File: config.mk
export PLATFORM = sky130hd
export DESIGN_NAME = fetch_stage
export DESIGN_NICKNAME = d
export VERILOG_FILES = /design/src/rtl/fetch_stage.sv
export SDC_FILE = /design/constraint.sdc
export NUM_CORES = 1
export LEC_CHECK = 0
export CORE_MARGIN = 1
export CORE_UTILIZATION = 45
export CTS_CLUSTER_SIZE = 14
export DETAILED_ROUTE_END_ITERATION = 16
export HOLD_SLACK_MARGIN = 0.02
export PLACE_DENSITY = 0.78
export SYNTH_ARGS = -nofsm -noshare
export SYNTH_HDL_FRONTEND = slang
export SYNTH_SLANG_ARGS = --single-unit
File: constraint.sdc
create_clock -name clk -period 7.7 [get_ports clk]
set_input_delay 0.77 -clock clk [delete_from_list [all_inputs] [get_ports clk]]
set_output_delay 0.77 -clock clk [all_outputs]
set_load 0.02 [all_outputs]
File: src/rtl/fetch_stage.sv
// rtl/fetch_stage.sv - instruction fetch stage with IF/ID register, skid buffer, stall/flush/redirect.
// Optional macro FETCH_PERF_EN adds saturating fetch and bubble counters.
module fetch_stage #(
    parameter int unsigned     XLEN      = 32,
    parameter logic [XLEN-1:0] RESET_PC  = 32'h0000_0000,
    parameter logic [XLEN-1:0] NOP_INSTR = 32'h0000_0013
) (
    input  logic            clk,
    input  logic            global_reset,
    output logic            imem_req,
    output logic [XLEN-1:0] imem_addr,
    input  logic [XLEN-1:0] imem_rdata,
    input  logic            stall_i,
    input  logic            flush_i,
    input  logic            redirect_valid,
    input  logic [XLEN-1:0] redirect_pc,
    output logic            if_id_valid,
    output logic [XLEN-1:0] if_id_instr,
    output logic [XLEN-1:0] if_id_pc,
    output logic [XLEN-1:0] if_id_pc_plus4
`ifdef FETCH_PERF_EN
    ,
    output logic [31:0]     perf_fetch_cnt,
    output logic [31:0]     perf_bubble_cnt
`endif
);

    typedef enum logic [1:0] {IDLE, RUN, HOLD} state_t;

    localparam logic [XLEN-1:0] FOUR       = XLEN'(4);
    localparam logic [XLEN-1:0] ALIGN_MASK = ~XLEN'(3);

    state_t state_q, state_d;

    logic [XLEN-1:0] pc_q, pc_d;
    logic            req_valid_q, req_valid_d;
    logic [XLEN-1:0] req_pc_q, req_pc_d;
    logic            skid_valid_q, skid_valid_d;
    logic [XLEN-1:0] skid_data_q, skid_data_d;
    logic [XLEN-1:0] skid_pc_q, skid_pc_d;
    logic            if_id_valid_q, if_id_valid_d;
    logic [XLEN-1:0] if_id_instr_q, if_id_instr_d;
    logic [XLEN-1:0] if_id_pc_q, if_id_pc_d;
    logic [XLEN-1:0] if_id_pc_plus4_q, if_id_pc_plus4_d;

    logic do_redirect;
    logic do_flush;
    logic do_stall;

    // Redirect is ignored in IDLE; flush and stall only apply when nothing above them fires.
    assign do_redirect = (state_q != IDLE) && redirect_valid;
    assign do_flush    = flush_i && !do_redirect;
    assign do_stall    = stall_i && !do_redirect && !do_flush;

    always_ff @(posedge clk or negedge global_reset) begin
        if (!global_reset) begin
            state_q <= IDLE;
        end else begin
            state_q <= state_d;
        end
    end

    always_comb begin
        state_d = state_q;
        case (state_q)
            IDLE:    state_d = RUN;
            RUN,
            HOLD: begin
                if (do_redirect || do_flush) begin
                    state_d = RUN;
                end else if (do_stall) begin
                    state_d = HOLD;
                end else begin
                    state_d = RUN;
                end
            end
            default: state_d = IDLE;
        endcase
    end

    always_comb begin
        imem_req  = (state_q != IDLE) && !redirect_valid && !flush_i && !stall_i;
        imem_addr = pc_q & ALIGN_MASK;
    end

    always_comb begin
        pc_d             = pc_q;
        req_valid_d      = req_valid_q;
        req_pc_d         = req_pc_q;
        skid_valid_d     = skid_valid_q;
        skid_data_d      = skid_data_q;
        skid_pc_d        = skid_pc_q;
        if_id_valid_d    = if_id_valid_q;
        if_id_instr_d    = if_id_instr_q;
        if_id_pc_d       = if_id_pc_q;
        if_id_pc_plus4_d = if_id_pc_plus4_q;

        if (do_redirect || do_flush) begin
            req_valid_d   = 1'b0;
            skid_valid_d  = 1'b0;
            if_id_valid_d = 1'b0;
            if_id_instr_d = NOP_INSTR;
            if (do_redirect) begin
                pc_d = redirect_pc & ALIGN_MASK;
            end
        end else if (do_stall) begin
            // Park the response that lands while Decode is stalled.
            if (req_valid_q) begin
                skid_valid_d = 1'b1;
                skid_data_d  = imem_rdata;
                skid_pc_d    = req_pc_q;
                req_valid_d  = 1'b0;
            end
        end else begin
            if (skid_valid_q) begin
                if_id_valid_d    = 1'b1;
                if_id_instr_d    = skid_data_q;
                if_id_pc_d       = skid_pc_q;
                if_id_pc_plus4_d = skid_pc_q + FOUR;
                skid_valid_d     = 1'b0;
            end else if (req_valid_q) begin
                if_id_valid_d    = 1'b1;
                if_id_instr_d    = imem_rdata;
                if_id_pc_d       = req_pc_q;
                if_id_pc_plus4_d = req_pc_q + FOUR;
            end else begin
                if_id_valid_d = 1'b0;
                if_id_instr_d = NOP_INSTR;
            end
            req_valid_d = imem_req;
            if (imem_req) begin
                req_pc_d = pc_q;
                pc_d     = pc_q + FOUR;
            end
        end
    end

    always_ff @(posedge clk or negedge global_reset) begin
        if (!global_reset) begin
            pc_q             <= RESET_PC;
            req_valid_q      <= 1'b0;
            req_pc_q         <= '0;
            skid_valid_q     <= 1'b0;
            skid_data_q      <= '0;
            skid_pc_q        <= '0;
            if_id_valid_q    <= 1'b0;
            if_id_instr_q    <= NOP_INSTR;
            if_id_pc_q       <= '0;
            if_id_pc_plus4_q <= '0;
        end else begin
            pc_q             <= pc_d;
            req_valid_q      <= req_valid_d;
            req_pc_q         <= req_pc_d;
            skid_valid_q     <= skid_valid_d;
            skid_data_q      <= skid_data_d;
            skid_pc_q        <= skid_pc_d;
            if_id_valid_q    <= if_id_valid_d;
            if_id_instr_q    <= if_id_instr_d;
            if_id_pc_q       <= if_id_pc_d;
            if_id_pc_plus4_q <= if_id_pc_plus4_d;
        end
    end

    assign if_id_valid    = if_id_valid_q;
    assign if_id_instr    = if_id_instr_q;
    assign if_id_pc       = if_id_pc_q;
    assign if_id_pc_plus4 = if_id_pc_plus4_q;

`ifdef FETCH_PERF_EN
    logic [31:0] perf_fetch_cnt_q, perf_fetch_cnt_d;
    logic [31:0] perf_bubble_cnt_q, perf_bubble_cnt_d;

    // A bubble is counted only when IF/ID is actually reloaded with an empty slot.
    always_comb begin
        perf_fetch_cnt_d  = perf_fetch_cnt_q;
        perf_bubble_cnt_d = perf_bubble_cnt_q;
        if (imem_req && (perf_fetch_cnt_q != 32'hFFFF_FFFF)) begin
            perf_fetch_cnt_d = perf_fetch_cnt_q + 32'd1;
        end
        if (!do_stall && !if_id_valid_d && !stall_i && (perf_bubble_cnt_q != 32'hFFFF_FFFF)) begin
            perf_bubble_cnt_d = perf_bubble_cnt_q + 32'd1;
        end
    end

    always_ff @(posedge clk or negedge global_reset) begin
        if (!global_reset) begin
            perf_fetch_cnt_q  <= '0;
            perf_bubble_cnt_q <= '0;
        end else begin
            perf_fetch_cnt_q  <= perf_fetch_cnt_d;
            perf_bubble_cnt_q <= perf_bubble_cnt_d;
        end
    end

    assign perf_fetch_cnt  = perf_fetch_cnt_q;
    assign perf_bubble_cnt = perf_bubble_cnt_q;
`endif

endmodule

==> flow_metrics.env <==
export IMPL_routed_wl_um=26600
export IMPL_nNetsFinal=1237
export IMPL_syn_area_per_cell_um2=10.4
export IMPL_powerDensity_nw_per_um2=388
export IMPL_p_clk_share_pct=22.0
export IMPL_clock_skew_ps=9.73
export IMPL_cts_tree="yes"
export IMPL_p_leak_nw=5.47
export IMPL_ys_seq_area_share_pct=52.8
export IMPL_grt_overflow=0
export IMPL_cts_sinks=219
export IMPL_synthFlopType="dfrtp_1"
export IMPL_ios=199
export IMPL_synth_mux_area_fraction_pct=12.1
export IMPL_htreeDepth=1
export IMPL_antenna_found_initial=0
export IMPL_synthDistinctLibCells=67
export IMPL_dieArea_um2=23700
export IMPL_path_clk_slew_ps=60
export IMPL_synthToLayoutAreaGrowth_pct=27.7
export IMPL_rows=55
export IMPL_clkLatencyLatePin_ps=510
export IMPL_cp_data_required_time_ps=6930
export IMPL_die_w_um=154
export IMPL_worst_setup_path_start_kind="input port"
export IMPL_synthSimpleGateAreaFrac_pct=14.5
export IMPL_gp_congestion=0.878
export IMPL_grt_max_degree=106
export IMPL_netlist_top_cells_count="dfrtp_1 (216), nand2_1 (112), mux2_2 (91)"
export IMPL_ir_drop_mv=0.163
export IMPL_setup_viol=0
export IMPL_synth_xor_area_share_pct=1.60
export IMPL_yosysMostFrequentCell="dfrtp_1"
export IMPL_vias=8399
export IMPL_synthTopCellsByArea="dfrtp_1 (52%), mux2_2 (9.9%), nand2_1 (4.0%)"
export IMPL_ctsLongestPathBuffers=3
export IMPL_synth_fa_ha_area_share_pct=0.482
export IMPL_yosysTopAreaCellShare_pct=52.0
export IMPL_num_fill_cells=1883
export IMPL_port_buffers=190
export IMPL_vias_per_cell=5.73
export IMPL_synth_compound_area_share_pct=15.2
export IMPL_period_minus_slack_ps=4130
export IMPL_fin_crit_sh_pct=53.6
export IMPL_critical_path_endpoint_type="output pin"
export IMPL_pwr_share_seq_pct=41.0
export IMPL_start_util_pct=45.9
export IMPL_wl_per_cell_um=18.1
export IMPL_syn_inst=1003
export IMPL_synth_area_leader_cell="dfrtp_1"
export IMPL_clock_fmax_mhz=242
export IMPL_grt_pass1_vias=7984
export IMPL_synth_edff_count=0
export IMPL_root_buffer="clkbuf_16"
export IMPL_finalSetupTns_ps=0
export IMPL_drt_iter0_drc=612
export IMPL_ys_ff_latch=219
export IMPL_outcome="finished, final reports clean"
export IMPL_cts_resized=0
export IMPL_synth_top_family_by_area="compound AO/OA/AOI/OAI gates"
export IMPL_dr_pass1_iters=6
export IMPL_n_antenna_cell=0
export IMPL_path_class="input port to output pin"
export IMPL_route_detailed_drc=0
export IMPL_max_slew_margin_pct=30.6
export IMPL_maxCapViolCount=0
export IMPL_hp_class="input port to asynchronous set/reset pin"
export IMPL_drv_slew=0
export IMPL_grt_total_usage_pct=22.6
export IMPL_p_total_w=0.00514
export IMPL_synth_area_um2=10400
export IMPL_hold_viol=0
export IMPL_internal_power_w=0.00324
export IMPL_power_frac_comb_pct=36.9
export IMPL_core_um2=22600
export IMPL_cts_buffers=24
export IMPL_fp_dieH_um=154
export IMPL_p_sw_w=0.00191
export IMPL_crit_fanout=39
export IMPL_ctsHoldBuffers=0
export IMPL_drive_above_1_share_pct=13.2
export IMPL_tightest_slew_ps=1040
export IMPL_synth_warnings=0
export IMPL_synthArstFlopShare_pct=100
export IMPL_grt_pass1_wl_um=43100
export IMPL_cts_setup_buffers=0
export IMPL_critical_path_arrival_ps=3360
export IMPL_dp_hpwl_um=18100
export IMPL_grt_setup_unrepaired="false"
export IMPL_r2r_setup_slack_ps=4520
export IMPL_p_sw_share_pct=37.1
export IMPL_antenna_left=0
-- power groups by stage --
stage          logic (W)  registers [W]  clock network (W)
2_1_floorplan   0.000881        0.00224                  0
3_3_place_gp     0.00184        0.00209                  0
3_5_place_dp     0.00190        0.00212                  0
4_1_cts          0.00191        0.00210            0.00116
5_1_grt          0.00206        0.00218            0.00121
6_report         0.00190        0.00211            0.00113
-- layer usage --
metal | wire length (um) | up-vias | global-route usage, % | share of wire (%)
met5 | 0 | - | 0 | 0
li1 | - | 3948 | - | -
met4 | 565 | 0 | 6.43 | 2.1
met1 | 12500 | 4097 | 34.2 | 47
met3 | 1570 | 43 | 2.96 | 5.9
met2 | 11900 | 311 | 33.8 | 45
-- state kept, by name, indices dropped and copies added, names as in the netlist, 2 cells and up --
| register | flops |
|---|---|
| pc_q | 30 |
| if_id_pc_plus4 | 30 |
| req_pc_q | 30 |
| skid_pc_q | 30 |
| state_q | 2 |
| if_id_instr | 32 |
| if_id_pc | 30 |
| skid_data_q | 32 |
-- area by class of cell --
cell class,count,area [um^2],share of cell area [%]
clock buffer,40,742,5.59
multi-input combinational,708,4610,34.8
inverter,9,33.8,0.255
clock inverter,3,42.5,0.321
tap,285,357,2.69
sequential,219,5490,41.4
timing repair buffer,202,1990,15.0
-- kinds of logic (layout without fill, tap and decap cells) --
kind of cell | Yosys count | in the layout
other | 1 | 6
and+or+nand+nor | 317 | 317
buffers and inverters | 81 | 254
DFF | 219 | 219
AOI/OAI and AO/OA | 248 | 248
muxes | 114 | 114
adders and majority gates | 4 | 4
xor gates and xnor gates | 19 | 19
-- critical path, cell delays in order --
cell	delay, ps
clkdlybuf4s50_1	540
nand2b_1	340
nand2b_2	140
nor2_4	770
clkdlybuf4s50_1	790
-- through the flow --
step                cell area (um^2)  setup WS [ps]  cells  utilization (%)  hold WS, ps
global route                   13300           3410   1466             58.6          276
finish                         13300           3570   1466             58.6          245
CTS                            13300           3550   1466             58.6          257
detailed placement             12500           3580   1423             55.1          465
global placement               12500           3600   1423             55.1          461
floorplan                      10400           4560   1008                -          472
-- path summary, 6_finish.rpt --
path                               startpoint            endpoint  depth (start not counted)
hold / removal                   global_reset     if_id_instr[27]                          1
min in group clk           if_id_pc_plus4[22]  if_id_pc_plus4[22]                          2
max in group asynchronous        global_reset        skid_valid_q                          2
setup / recovery               redirect_valid            imem_req                          5
hold reg to reg            if_id_pc_plus4[22]  if_id_pc_plus4[22]                          2
setup reg to reg                 skid_valid_q  if_id_pc_plus4[31]                          6
-- cell usage in the layout, fill, tap and decap left out, types with 4 or more instances in the layout --
cell               n
nand4_1           15
o21ai_0           65
nand3_1           26
a311oi_1           5
clkbuf_1           9
clkbuf_8           7
a211oi_1           6
nor2_1            87
ha_1               4
nand4b_1           4
buf_4             12
clkdlybuf4s50_1  188
o211ai_1           6
a31oi_1            4
nand2b_1           4
and3_1            10
a21o_1             8
and4_1             5
xor2_1             5
xnor2_1           14
nor4_1             4
a21oi_1           63
mux2i_1           23
o22ai_1           14
a22oi_1           35
a2bb2oi_1          5
nand2_1          112
nor3_1            13
conb_1             6
mux2_2            91
nand3b_1           9
inv_1              9
or4_1              6
o22a_1             4
clkbuf_16         25
o31ai_1            5
dfrtp_1          215
Note: power is estimated with default switching activity, not from simulation.
